$ cat src/rtl/id_ex_stage_reg.sv
// id_ex_stage_reg: valid/ready ID/EX pipeline register with optional skid entry and perf counters
module id_ex_stage_reg #(
  parameter int XLEN   = 32,
  parameter int PC_W   = 8,
  parameter int CTRL_W = 12,
  parameter int SKID   = 1,
  parameter int CNT_W  = 16
) (
  input  logic              clk,
  input  logic              reset,
  input  logic              flush,
  input  logic              in_valid,
  output logic              in_ready,
  input  logic [CTRL_W-1:0] ctrl_in,
  input  logic [PC_W-1:0]   pc_in,
  input  logic [XLEN-1:0]   rd1_in,
  input  logic [XLEN-1:0]   rd2_in,
  input  logic [XLEN-1:0]   imm_in,
  input  logic [31:0]       instr_in,
  output logic              out_valid,
  input  logic              out_ready,
  output logic [CTRL_W-1:0] ctrl_out,
  output logic [PC_W-1:0]   pc_out,
  output logic [XLEN-1:0]   rd1_out,
  output logic [XLEN-1:0]   rd2_out,
  output logic [XLEN-1:0]   imm_out,
  output logic [31:0]       instr_out,
  output logic [4:0]        rs1_out,
  output logic [4:0]        rs2_out,
  output logic [4:0]        rd_out,
  output logic [2:0]        func3_out,
  output logic [6:0]        func7_out,
  output logic [CNT_W-1:0]  stall_count,
  output logic [CNT_W-1:0]  flush_count
);
  localparam int P_W = CTRL_W + PC_W + 3 * XLEN + 32;
  logic [P_W-1:0] in_p, s_p, m_p, src_p;
  logic [CTRL_W-1:0] m_ctrl;
  logic m_valid, s_valid, in_fire, out_fire, m_take;
  assign in_p = {ctrl_in, pc_in, rd1_in, rd2_in, imm_in, instr_in};
  assign in_ready = (SKID != 0) ? !s_valid : (!m_valid || out_ready);
  assign in_fire = in_valid && in_ready;
  assign out_valid = m_valid;
  assign out_fire = m_valid && out_ready;
  assign m_take = !m_valid || out_fire;
  assign src_p = s_valid ? s_p : in_p;
  assign {m_ctrl, pc_out, rd1_out, rd2_out, imm_out, instr_out} = m_p;
  assign ctrl_out = m_valid ? m_ctrl : '0;
  // main/skid entries: M refills from S first (FIFO order), fields are sliced on capture
  always_ff @(posedge clk or negedge reset) begin
    if (!reset) begin
      m_valid   <= 1'b0;
      s_valid   <= 1'b0;
      m_p       <= '0;
      s_p       <= '0;
      rs1_out   <= '0;
      rs2_out   <= '0;
      rd_out    <= '0;
      func3_out <= '0;
      func7_out <= '0;
    end else if (flush) begin
      m_valid <= 1'b0;
      s_valid <= 1'b0;
    end else if (m_take) begin
      m_valid <= s_valid || in_fire;
      s_valid <= (SKID != 0) && s_valid && in_fire;
      if (s_valid || in_fire) begin
        m_p       <= src_p;
        rs1_out   <= src_p[19:15];
        rs2_out   <= src_p[24:20];
        rd_out    <= src_p[11:7];
        func3_out <= src_p[14:12];
        func7_out <= src_p[31:25];
      end
      if (s_valid && in_fire) s_p <= in_p;
    end else if (in_fire) begin
      s_valid <= (SKID != 0);
      s_p     <= in_p;
    end
  end
  // saturating stall and flush counters; a stall in a flush cycle is still counted
  always_ff @(posedge clk or negedge reset) begin
    if (!reset) begin
      stall_count <= '0;
      flush_count <= '0;
    end else begin
      if (m_valid && !out_ready && stall_count != '1) stall_count <= stall_count + 1'b1;
      if (flush && (m_valid || s_valid) && flush_count != '1) flush_count <= flush_count + 1'b1;
    end
  end
endmodule

$ cat config.mk
export PLATFORM = sky130hd
export DESIGN_NAME = id_ex_stage_reg
export DESIGN_NICKNAME = d
export VERILOG_FILES = /design/src/rtl/id_ex_stage_reg.sv
export SDC_FILE = /design/constraint.sdc
export NUM_CORES = 1
export LEC_CHECK = 0
export CORE_MARGIN = 3
export CORE_UTILIZATION = 50
export CTS_CLUSTER_DIAMETER = 100
export CTS_CLUSTER_SIZE = 30
export DETAILED_ROUTE_END_ITERATION = 16
export GPL_ROUTABILITY_DRIVEN = 0
export PLACE_DENSITY_LB_ADDON = 0.3
export SYNTH_ARGS = -nofsm -noshare
export SYNTH_HDL_FRONTEND = slang
export SYNTH_SLANG_ARGS = --single-unit
$ cat constraint.sdc
create_clock -name clk -period 1.9 [get_ports clk]
set_clock_uncertainty 0.1 [all_clocks]
set_input_delay 0.285 -clock clk [delete_from_list [all_inputs] [get_ports clk]]
set_output_delay 0.285 -clock clk [all_outputs]
set_load 0.02 [all_outputs]
### Yosys cells after proc, flatten, opt, wreduce, memory -nomap -nowiden

Cells that the tools add are included.

* output and inout bits: 207
* register bits after elaboration: 355

* reductions and logical operators: 18
* $add $sub $neg: 2
* bitwise operators: 1
* multiplexer cells: 10
* equal/unequal tests: 3

Operator list (count)
* 148-bit 2-to-1 mux: 4
* 16-bit by 1-bit adder with 16-bit output, second input constant: 2
* 16-bit inequality test, second input constant: 2
* 12-bit 2-to-1 mux: 1
* 1-bit logical AND: 7
* 3-bit AND reduction: 2
* 1-bit 2-to-1 mux: 5
* 2-bit nonzero test: 2
* 1-bit logical NOT: 3
* 1-bit logical OR: 3
* 3-bit nonzero test: 1
* 2-bit by 1-bit inequality test with 1-bit output, second input constant: 1
* 1-bit inverter: 1

### Longest topological paths before layout

Gate-level depths: netlist of run 1.

* depth in word-level cells: 5
* mapped depth: 7
* depth with buffers taken out: 5

### Least setup slack after synthesis of run 1

OpenSTA, ideal clock, no wires.

* path type: register to register
* start point: register flush_count[0]
* end point: register flush_count[12]
* data arrival time: 1659 ps
* cell stages (with the launch flop): 6
* clock period less this slack: 1884 ps
* library setup time: 125 ps
* setup slack: 16 ps
* cell sequence: dfrtp_1 > ha_1 > nand3_1 > or3_4 > nor2_1 > mux2_2

* cells in the longest elaborated chain, start to end: 2
* elaborated cells between the ends (all ways): 3
* those cells by class: 1 x add/sub; 1 x eq/ne; 1 x reduce/logical

RTL lines
* from (decl): RTL line 34 `output logic [CNT_W-1:0] flush_count`
* from (signal assigned): RTL line 88 `if (flush && (m_valid || s_valid) && flush_count != '1) flush_count <= flush_count + 1'b1;`
* branches (longest 2 deep; another with 16-bit by 1-bit adder with 16-bit output)

Several ways; the timed one is not identified.
A chain may end at the register's enable or synchronous reset.

### Worst setup path in the final report of run 1

* start point: register m_p[106]
* end point: output rd1_out[10]

RTL lines
* from (decl): RTL line 37 `logic [P_W-1:0] in_p, s_p, m_p, src_p;`
* from (signal assigned): RTL line 68 `m_p <= src_p;`
* to (decl): RTL line 24 `output logic [XLEN-1:0] rd1_out,`

No word-level cell between the ends.

==> results of run 1 <==
flip-flops by register name, summed over array words and instances (netlist names):
signal and count:
rs2_out 4, out_valid 1, func3_out 2, rs1_out 4, flush_count 16, func7_out 6
m_p 128, s_valid 1, s_p 148, rd_out 4, stall_count 16
how the worst max path moves through the flow:
stage                     slack (ns)                           to  cells after the start                  startpoint
after floorplan                 0.02  flush_count[12]$_DFFE_PN0P_                      5  flush_count[0]$_DFFE_PN0P_
after detailed placement       -0.14         m_p[126]$_DFFE_PN0P_                      7                   out_ready
final                           0.04                  rd1_out[10]                      1        m_p[106]$_DFFE_PN0P_
after global placement         -0.12          s_p[28]$_DFFE_PN0P_                      6                   out_ready
after CTS                      -0.04                  ctrl_out[4]                      3       out_valid$_DFFE_PN0P_
after global routing          -0.007         m_p[108]$_DFFE_PN0P_                      7       out_valid$_DFFE_PN0P_
cell usage in the layout (no fill, tap or decap), types with 3 or more instances in the layout:
| master | instances |
|---|---|
| a21oi_1 | 154 |
| and2_1 | 14 |
| and3_1 | 4 |
| and4_1 | 3 |
| buf_12 | 27 |
| buf_2 | 13 |
| buf_4 | 38 |
| clkbuf_16 | 15 |
| clkdlybuf4s50_1 | 161 |
| dfrtp_1 | 328 |
| dlygate4sd2_1 | 128 |
| dlymetal6s2s_1 | 55 |
| inv_1 | 4 |
| mux2_2 | 151 |
| mux2i_1 | 148 |
| nand2_1 | 8 |
| nand3_1 | 13 |
| nand4_1 | 6 |
| nor2_1 | 156 |
| nor3_1 | 7 |
| xnor2_1 | 16 |
| xor2_1 | 8 |
what timing repair did:
item	in CTS	in global routing
hold buffers	1	0
hold endpoints to repair	66	0
gates resized for setup	186	63
setup buffers	1	1
setup endpoints to repair	146	64
where the power goes:
part	switching, mW	total (mW)	internal (mW)
Sequential	0.827	9.27	8.44
Combinational	2.32	4.61	2.29
Clock	2.08	3.52	1.44
cell type report:
| cell class | instances | area [sq um] | area share |
|---|---|---|---|
| flip-flops and latches | 330 | 8260 | 0.437 |
| inverters | 4 | 15.0 | 0.000794 |
| multi-input cells | 717 | 5350 | 0.283 |
| clock buffers | 16 | 379 | 0.0201 |
| well taps | 390 | 488 | 0.0258 |
| repair buffers | 428 | 4410 | 0.233 |
layer usage:
layer	vias up	track usage	routed length, um	part of all wire
li1	4660	-	-	-
met2	252	0.346	17000	0.49
met1	4948	0.279	14400	0.42
met5	-	0	25	0.00072
met4	4	0.0356	544	0.016
met3	39	0.0507	2460	0.071
cell families after synthesis:
group,after synthesis
xor+xnor,24
simple gates,228
flops,330
buf+inv,233
compound gates,164
fa+ha+maj,2
mux,299
==> Implementation_results.wiki, run 1 <==
{| class="wikitable"
! Metric !! Value
|-
| Slew @ Worst Pin || around 0.65 ns
|-
| Combinational family with the most area after synthesis || multiplexers
|-
| IO Port Bufs || around 360
|-
| Post-CTS clock slew at the launch and capture registers of the worst setup and hold paths || 0.11 ns
|-
| Maximum clock insertion buffer count || 3
|-
| Portion of the post-synthesis area used by sequential elements || 0.543
|-
| IO Count || 360
|-
| Most numerous cell in the Yosys netlist || dfrtp_1
|-
| Average detailed-routed wire length per instance || 18.3 um
|-
| CTS H-tree lvls || 1
|-
| Library cell with the largest summed area after synthesis || dfrtp_1
|-
| Number of vias in the routed layout || 9903
|-
| Horiz. Die Dim || 180 um
|-
| Post-synth top area share || 0.543
|-
| Leading post-synthesis cells by cell area || dfrtp_1 54%, mux2_2 11%, mux2i_1 9.7%
|-
| Slack of the critical path || about 0.039 ns
|-
| Core utilization of the finished layout || 0.635
|-
| Area fraction in compound gates after synthesis || 0.0560
|-
| Clock period minus final worst setup slack || 1.86 ns
|-
| Reg-to-reg endpoint || m_p[108]$_DFFE_PN0P_
|-
| TritonCTS Buffers || 14
|-
| Setup slack on the worst flop-to-flop path || around 0.090 ns
|-
| Rel. slew slack || 0.564
|-
| Post-synthesis to final-layout area growth || 24.3%
|-
| Count of cell types in the netlist || 42
|-
| Largest incremental delay on the critical path || 0.62 ns
|-
| Core area || 29800 sq um
|-
| DR vias/cell || 5.25
|-
| Via count of the first global-routing pass || 10200
|-
| Total routed wirelength || around 35000 um
|-
| Peak supply drop || 0.661 mV
|-
| Total global routing overflow || 0
|-
| Max Fanout on Critical Path || 2
|-
| Share of synthesized flip-flops with an asynchronous set or reset || 1.00
|-
| CTS root buffer || clkbuf_16
|-
| Number of slew-limit violations in the final report || 0
|-
| Antenna Cells || 0
|-
| Post-route antenna net violation count || 0
|-
| TritonCTS clock tree || yes
|-
| Number of antenna violations at the first check in global routing || 2
|-
| Syn_area_per_cell || 11.9 sq um
|-
| Maximum number of pins on one net before global-route repair || 76
|-
| Post-synthesis mux area share || 0.209
|-
| Clock latency reported for the late side of the worst-skew pair || 0.50 ns
|-
| Combined area of all synthesized cells || 15200 sq um
|-
| Startpoint type of the worst setup path || flop
|-
| Post-placement setup slack || -0.136 ns
|-
| Total instance count after detailed placement || about 1900
|-
| Family of cells with the greatest summed delay on the critical path || buffers and inverters
|-
| Ys flop type || dfrtp_1
|-
| Outcome || finished, final reports clean
|-
| Placement row count || 63
|-
| Initial core utilization || 0.511
|-
| Xor/xnor cell area share of the yosys netlist || 0.0138
|-
| Global-route wire length before repair || 55200 um
|-
| Number of enable-type register cells in the synthesized netlist || 0
|-
| Unrepaired setup endpoints after global routing || true
|-
| Iteration-0 DRC Markers || 609
|-
| Layout cells sized above 1 || 0.178
|-
| Length in cells of the worst reg-to-reg path || 7
|-
| Critical path capture point type || primary output
|-
| Synth Instances || about 1300
|-
| Post-detailed-route DRC marker count || 0
|-
| Final Cycle Share || 0.979
|-
| Filler Cells Inserted || between 2000 and 2500
|-
| Die Footprint || 32600 sq um
|-
| Maxcap violations || 0
|-
| Global-route usage over all layers || 0.206
|-
| Net Count, Synth || 1435
|-
| Class of the most critical setup path || flop to primary output
|-
| Hold crit path type || input port to asynchronous set/reset pin
|-
| CP arrival || approximately 1.5 ns
|-
| Post-Route Hold Slack || 0.205 ns
|-
| Post-Layout Inst Area || 18900 sq um
|-
| Final setup violation count || 0
|-
| Overall power of the completed layout || 17.4 mW
|-
| Synthesized-area fraction occupied by adder cells || 0.00165
|-
| Power Density || 920 nW/um^2
|-
| FF-to-FF Start || out_valid$_DFFE_PN0P_
|-
| Number of synthesis warnings || 0
|-
| Instance area at placement || 18600 sq um
|-
| Number of register bits inferred by synthesis || 330
|-
| Fraction of the mapped netlist area in simple logic gates || 0.0700
|-
| Placed wire-length estimate after detailed placement || around 25000 um
|-
| Number of search-and-repair iterations in the first detailed-routing pass || 5
|-
| Commonest cells in the netlist || 330 x dfrtp_1, 164 x buf_4, 158 x nor2_1
|-
| Die Y || 180 um
|-
| Crit-path slowest cell || clkdlybuf4s50_1
|-
| Cells traversed along the worst timing path || clkdlybuf4s50_1
|-
| Setup_tns || 0 ns
|-
| Buffer and inverter count on the worst path || 1
|-
| Final hold viol count || 0
|-
| Maximum frequency from static timing analysis || between 500 and 600 MHz
|-
| Number of clock sinks || 330
|-
| Req. time, crit path || 1.51 ns
|-
| Final cell count without fillers || 1885
|-
| Static leakage || 8.34 nW
|-
| Nets || between 1500 and 2000
|}
Note: power is estimated with default switching activity, not from simulation.
==> inputs of run 2 (changes only) <==
--- a/config.mk
+++ b/config.mk
@@ -7,7 +7,7 @@
 export LEC_CHECK = 0
 export CORE_MARGIN = 3
 export CORE_UTILIZATION = 50
-export CTS_CLUSTER_DIAMETER = 100
+export CTS_CLUSTER_DIAMETER = 30
 export CTS_CLUSTER_SIZE = 30
 export DETAILED_ROUTE_END_ITERATION = 16
 export GPL_ROUTABILITY_DRIVEN = 0
==> run 2 against run 1 <==
- final cell count rose by 5.9%
- fmax barely moved
- sequential share of layout area is 4.0 points lower
- via count is 5.3% higher
- die area unchanged
- sequential power rose by 0.5%
- routed wire length increased by 7.0%
- register-to-register slack about the same
- total power rose by 51%
- worst setup slack barely moved
- critical path depth is the same
- non-clock buffer count decreased by 1
==> Implementation_results.wiki, run 2 (same netlist as run 1, synthesis figures left out) <==
{| class="wikitable"
! Metric !! Value
|-
| Number of clock sinks || 330
|-
| IO Count || 360
|-
| Critical path capture point type || primary output
|-
| Iteration-0 DRC Markers || 559
|-
| Average detailed-routed wire length per instance || 18.5 um
|-
| Maximum number of pins on one net before global-route repair || 76
|-
| Max FFs per register || 148
|-
| Wire length on met3 || about 2700 um
|-
| Die Y || 180 um
|-
| Final Cycle Share || 0.979
|-
| Total global routing overflow || 0
|-
| CP arrival || 1.48 ns
|-
| Buffer and inverter count on the worst path || 1
|-
| Relative contribution of combinational cells to total power || 0.174
|-
| Unrepaired setup endpoints after global routing || false
|-
| Die Footprint || 32600 sq um
|-
| Static leakage || 9.07 nW
|-
| Slack of the critical path || 0.0397 ns
|-
| Power Density || 1260 nW/um^2
|-
| Core area || between 20000 and 30000 sq um
|-
| Post-CTS clock slew at the launch and capture registers of the worst setup and hold paths || ~0.05 ns
|-
| Net switching fraction of the power || 0.277
|-
| CTS root buffer || clkbuf_16
|-
| Number of search-and-repair iterations in the first detailed-routing pass || 5
|-
| Top flop regs || s_p x148, m_p x128
|-
| Post-route antenna net violation count || 0
|-
| Power dissipated by switching net loads || 7.27 mW
|-
| Register containing the most flip-flops in the final layout || s_p
|-
| Max Fanout on Critical Path || 2
|-
| Hold crit path type || input port to asynchronous set/reset pin
|-
| DR vias/cell || 5.22
|-
| Maximum frequency from static timing analysis || 538 MHz
|-
| Total routed wirelength || 36900 um
|-
| Number of slew-limit violations in the final report || 0
|-
| Class of the most critical setup path || flop to primary output
|-
| Req. time, crit path || roughly 1.5 ns
|-
| Final setup violation count || 0
|-
| Slew @ Worst Pin || 0.609 ns
|-
| Most common library cell in the layout ignoring fill and taps || dfrtp_1
|-
| Top routing layer in use || met5
|-
| CTS H-tree lvls || 3
|-
| Number of antenna violations at the first check in global routing || 4
|-
| Layout cells sized above 1 || 0.231
|-
| Global-route wire length before repair || about 59000 um
|-
| Post-synthesis to final-layout area growth || 36.9%
|-
| Cells traversed along the worst timing path || clkdlybuf4s50_1
|-
| Leading cell types in the layout, fill and taps excluded || 328 x dfrtp_1, 172 x dlygate4sd2_1, 158 x nor2_1
|-
| Initial core utilization || 0.511
|-
| Family of cells with the greatest summed delay on the critical path || buffers and inverters
|-
| Post-placement setup slack || -0.136 ns
|-
| Maxcap violations || 0
|-
| Placed wire-length estimate after detailed placement || 24900 um
|-
| Part of the total power dissipated in sequential elements || 0.355
|-
| Via count of the first global-routing pass || 11200
|-
| Final hold viol count || 0
|-
| IO Port Bufs || approximately 360
|-
| Placement row count || 63
|-
| Clock share of power || 0.472
|-
| Horiz. Die Dim || 180 um
|-
| Post-detailed-route DRC marker count || 0
|-
| Sum of met2 wire segment lengths after detailed routing || 18400 um
|-
| TritonCTS clock tree || yes
|-
| Core utilization of the finished layout || 0.699
|-
| Nets || 1705
|-
| Clock period minus final worst setup slack || 1.86 ns
|-
| Global-route usage over all layers || 0.224
|-
| Clock latency reported for the late side of the worst-skew pair || between 0.5 and 0.6 ns
|-
| Detailed-route wire length on metal 1 || 15000 um
|-
| Crit-path slowest cell || clkdlybuf4s50_1
|-
| Peak supply drop || 0.770 mV
|-
| Maximum clock insertion buffer count || 3
|-
| Largest incremental delay on the critical path || about 0.60 ns
|-
| Startpoint type of the worst setup path || flop
|-
| Power Internal || 19.0 mW
|-
| Outcome || finished, final reports clean
|-
| Number of vias in the routed layout || 10400
|-
| TritonCTS Buffers || 70
|-
| Setup_tns || 0 ns
|-
| Rel. slew slack || 0.594
|}
[run 2: cell types whose count changed in the layout (fill, tap and decap cells not counted), sizes merged]
| cell | delta |
|---|---|
| inv | +10 |
| clkdlybuf4s50 | -4 |
| dlymetal6s2s | -40 |
| dlygate4sd2 | +44 |
| diode | +2 |
| clkinv | +17 |
| clkbuf | +66 |
| clkinvlp | +10 |
| buf | -1 |
| bufinv | +8 |
[run 2: layout make-up]
| type | count | area, sq um |
|---|---|---|
| well taps | 390 | 488 |
| fillers | 2187 | 8970 |
| multi-input cells | 717 | 5340 |
| diodes | 2 | 5.00 |
| repair buffers | 427 | 4240 |
| clock buffers | 82 | 1890 |
| clock inverters | 45 | 584 |
| inverters | 4 | 15.0 |
| flip-flops and latches | 330 | 8260 |
[run 2: per-stage QoR]
stage,hold slack [ns],std cells,cell area [sq um],power (mW)
after floorplan,-0.111,1280,15200,12.6
after global placement,0.142,1866,18600,14.2
after detailed placement,0.150,1866,18600,14.4
after CTS,0.164,1995,20800,26.6
after global routing,0.174,1997,20800,27.4
final,0.161,1997,20800,26.3
[run 2: power groups by stage]
stage                     combinational (mW)  sequential [mW]  clock (mW)
final                                   4.56             9.32        12.4
after global routing                    4.94             9.50        13.0
after detailed placement                5.02             9.42           0
after global placement                  4.89             9.34           0
after floorplan                         3.28             9.32           0
after CTS                               4.63             9.32        12.6
[run 2: worst paths after layout]
| check | startpoint | endpoint | slack [ns] | cells after the start |
|---|---|---|---|---|
| max | m_p[132]$_DFFE_PN0P_ | pc_out[4] | 0.04 | 1 |
| min | reset | s_p[106]$_DFFE_PN0P_ | 0.16 | 2 |
| max reg2reg | out_valid$_DFFE_PN0P_ | m_p[1]$_DFFE_PN0P_ | 0.08 | 7 |
| min reg2reg | flush_count[15]$_DFFE_PN0P_ | flush_count[15]$_DFFE_PN0P_ | 0.39 | 1 |
| max in group asynchronous | reset | m_p[134]$_DFFE_PN0P_ | 0.81 | 3 |
| min in group clk | pc_in[3] | s_p[131]$_DFFE_PN0P_ | 0.28 | 2 |
[run 2: routing by layer]
| metal | vias up | global-route usage |
|---|---|---|
| li1 | 4832 | - |
| met1 | 5190 | 0.282 |
| met2 | 329 | 0.377 |
| met3 | 69 | 0.0644 |
| met4 | 4 | 0.0715 |
| met5 | - | 0 |
[run 2: repair_timing]
| action | CTS | global route |
|---|---|---|
| setup buffers | 1 | 0 |
| setup endpoints to repair | 186 | 17 |
| endpoints found under the hold margin | 191 | 0 |
| resized for setup | 231 | 18 |
| pin swaps | 0 | 0 |
| hold buffers | 1 | 0 |
==> inputs of run 3 (changes only) <==
--- a/config.mk
+++ b/config.mk
@@ -8,7 +8,7 @@
 export CORE_MARGIN = 3
 export CORE_UTILIZATION = 50
 export CTS_CLUSTER_DIAMETER = 30
-export CTS_CLUSTER_SIZE = 30
+export CTS_CLUSTER_SIZE = 40
 export DETAILED_ROUTE_END_ITERATION = 16
 export GPL_ROUTABILITY_DRIVEN = 0
 export PLACE_DENSITY_LB_ADDON = 0.3
==> run 3 against run 2 <==
- register-to-register slack is essentially flat
- worst setup slack gained 0.037 ns
- sequential share of layout area is essentially flat
- non-clock buffer count is the same
- first-iteration DRC count shrank 3.4%
- highest routed layer unchanged
- fmax grew 2.0%
- critical endpoint is now in_ready
- via count is essentially flat
==> Implementation_results.wiki, run 3 (same netlist as run 1, synthesis figures left out) <==
{| class="wikitable"
! Metric !! Value
|-
| Rel. slew slack || 0.592
|-
| Number of antenna violations at the first check in global routing || 3
|-
| Total global routing overflow || 0
|-
| Maxcap violations || 0
|-
| Post-route antenna net violation count || 0
|-
| TritonCTS Buffers || 70
|-
| Clock latency reported for the late side of the worst-skew pair || 0.55 ns
|-
| Average detailed-routed wire length per instance || 18.6 um
|-
| IO Port Bufs || 359
|-
| Static leakage || 9.06 nW
|-
| Class of the most critical setup path || flop to primary output
|-
| IO Count || 360
|-
| Maximum number of pins on one net before global-route repair || 76
|-
| Number of clock sinks || 330
|-
| Placement row count || 63
|-
| Iteration-0 DRC Markers || 540
|-
| Max FFs per register || approximately 150
|-
| Total routed wirelength || between 30000 and 40000 um
|-
| CP arrival || 1.44 ns
|-
| Leading cell types in the layout, fill and taps excluded || 328 x dfrtp_1, 182 x dlygate4sd2_1, 158 x nor2_1
|-
| Crit-path slowest cell || dfrtp_4
|-
| Most common library cell in the layout ignoring fill and taps || dfrtp_1
|-
| Number of slew-limit violations in the final report || 0
|-
| Post-detailed-route DRC marker count || 0
|-
| Footprint of the multi-input gates || 5340 sq um
|-
| Buffer and inverter count on the worst path || 2
|-
| Largest incremental delay on the critical path || 0.54 ns
|-
| Horiz. Die Dim || 180 um
|-
| Slew @ Worst Pin || 0.612 ns
|-
| Top flop regs || s_p x148, m_p x128
|-
| Register containing the most flip-flops in the final layout || s_p
|-
| Core area || around 30000 sq um
|-
| Family of cells with the greatest summed delay on the critical path || flip-flops
|-
| Post-Layout Inst Area || 20800 sq um
|-
| Layout cells sized above 1 || 0.231
|-
| Post-CTS clock slew at the launch and capture registers of the worst setup and hold paths || 0.05 ns
|-
| Clock period minus final worst setup slack || 1.82 ns
|-
| Core utilization of the finished layout || 0.698
|-
| Placed wire-length estimate after detailed placement || 24900 um
|-
| Sequential cell area || 8260 sq um
|-
| CTS root buffer || clkbuf_16
|-
| Unrepaired setup endpoints after global routing || false
|-
| Final Cycle Share || 0.960
|-
| Number of search-and-repair iterations in the first detailed-routing pass || 4
|-
| Post-Route Hold Slack || 0.160 ns
|-
| Instance area at placement || between 15000 and 20000 sq um
|-
| Nets || 1705
|-
| Cells traversed along the worst timing path || inv_1 > clkdlybuf4s15_2
|-
| Post-synthesis to final-layout area growth || 36.8%
|-
| Startpoint type of the worst setup path || flop
|-
| Die Footprint || approximately 33000 sq um
|-
| Peak supply drop || 0.767 mV
|-
| Overall power of the completed layout || 26.3 mW
|-
| Global-route usage over all layers || 0.226
|-
| Final hold viol count || 0
|-
| Global-route wire length before repair || 59800 um
|-
| Initial core utilization || 0.511
|-
| Critical path capture point type || primary output
|-
| CTS H-tree lvls || 3
|-
| Outcome || finished, final reports clean
|-
| TritonCTS clock tree || yes
|-
| Maximum clock insertion buffer count || 3
|-
| Maximum frequency from static timing analysis || 549 MHz
|-
| Via count of the first global-routing pass || 11200
|-
| Die Y || 180 um
|-
| Final setup violation count || 0
|-
| Number of vias in the routed layout || 10400
|-
| Power Density || around 1300 nW/um^2
|-
| Hold crit path type || input port to asynchronous set/reset pin
|-
| DR vias/cell || 5.22
|-
| Max Fanout on Critical Path || 7
|-
| Filler Cells Inserted || 2184
|-
| Req. time, crit path || 1.51 ns
|}
-- run 3: worst paths after layout --
path / startpoint / to / slack, ns / depth (start not counted)
min in group clk: instr_in[7] / s_p[7]$_DFFE_PN0P_ / 0.27 / 2
setup / recovery: s_valid$_DFFE_PN0P_ / in_ready / 0.08 / 2
hold reg to reg: flush_count[15]$_DFFE_PN0P_ / flush_count[15]$_DFFE_PN0P_ / 0.39 / 1
max in group asynchronous: reset / s_p[69]$_DFFE_PN0P_ / 0.80 / 3
hold / removal: reset / s_p[106]$_DFFE_PN0P_ / 0.16 / 2
setup reg to reg: out_valid$_DFFE_PN0P_ / m_p[1]$_DFFE_PN0P_ / 0.08 / 7
-- run 3: worst register-to-register path: stages, from the launching register on --
cell     delay (ns)
dfrtp_2        0.42
buf_4          0.15
and2b_4        0.18
nor3_4         0.19
buf_12         0.21
buf_12         0.24
nor2_1         0.09
a21oi_1        0.15
-- run 3: final cells by class --
| cell class | instances | share of cell area |
|---|---|---|
| clock buffer | 83 | 0.0909 |
| inverter | 4 | 0.000722 |
| tap | 390 | 0.0235 |
| sequential | 330 | 0.397 |
| antenna | 1 | 0.000120 |
| clock inverter | 46 | 0.0286 |
| multi-input combinational | 717 | 0.257 |
| timing repair buffer | 427 | 0.202 |
-- run 3: power by group --
group	leakage, nW	switching, mW	internal, mW
sequential	3.88	0.847	8.48
clock	1.20	4.18	8.25
combinational	3.98	2.35	2.18
-- run 3: layer usage --
metal | GRT usage | part of all wire | wire length, um | up-vias
li1 | - | - | - | 4841
met1 | 0.284 | 0.41 | 15100 | 5170
met2 | 0.381 | 0.49 | 18300 | 333
met3 | 0.0640 | 0.074 | 2760 | 73
met4 | 0.0682 | 0.024 | 872 | 4
met5 | 0 | 0.00057 | 21 | -
-- run 3: stage by stage --
stage / instances / setup slack, ns / setup TNS, ns
CTS: 1997 / -0.0556 / -0.0556
finish: 1998 / 0.0769 / 0
floorplan: 1280 / 0.0159 / 0
global placement: 1866 / -0.119 / -21.80
global route: 1998 / 0.000881 / 0
detailed placement: 1866 / -0.136 / -25.32
-- run 3: what timing repair did --
item                                   4_1_cts  5_1_grt
cloned                                       0        0
setup buffers                                1        0
pin swaps                                    0        0
setup endpoints to repair                  196       12
endpoints found under the hold margin      208        0
gates resized for setup                    241       13
hold buffers                                 1        0
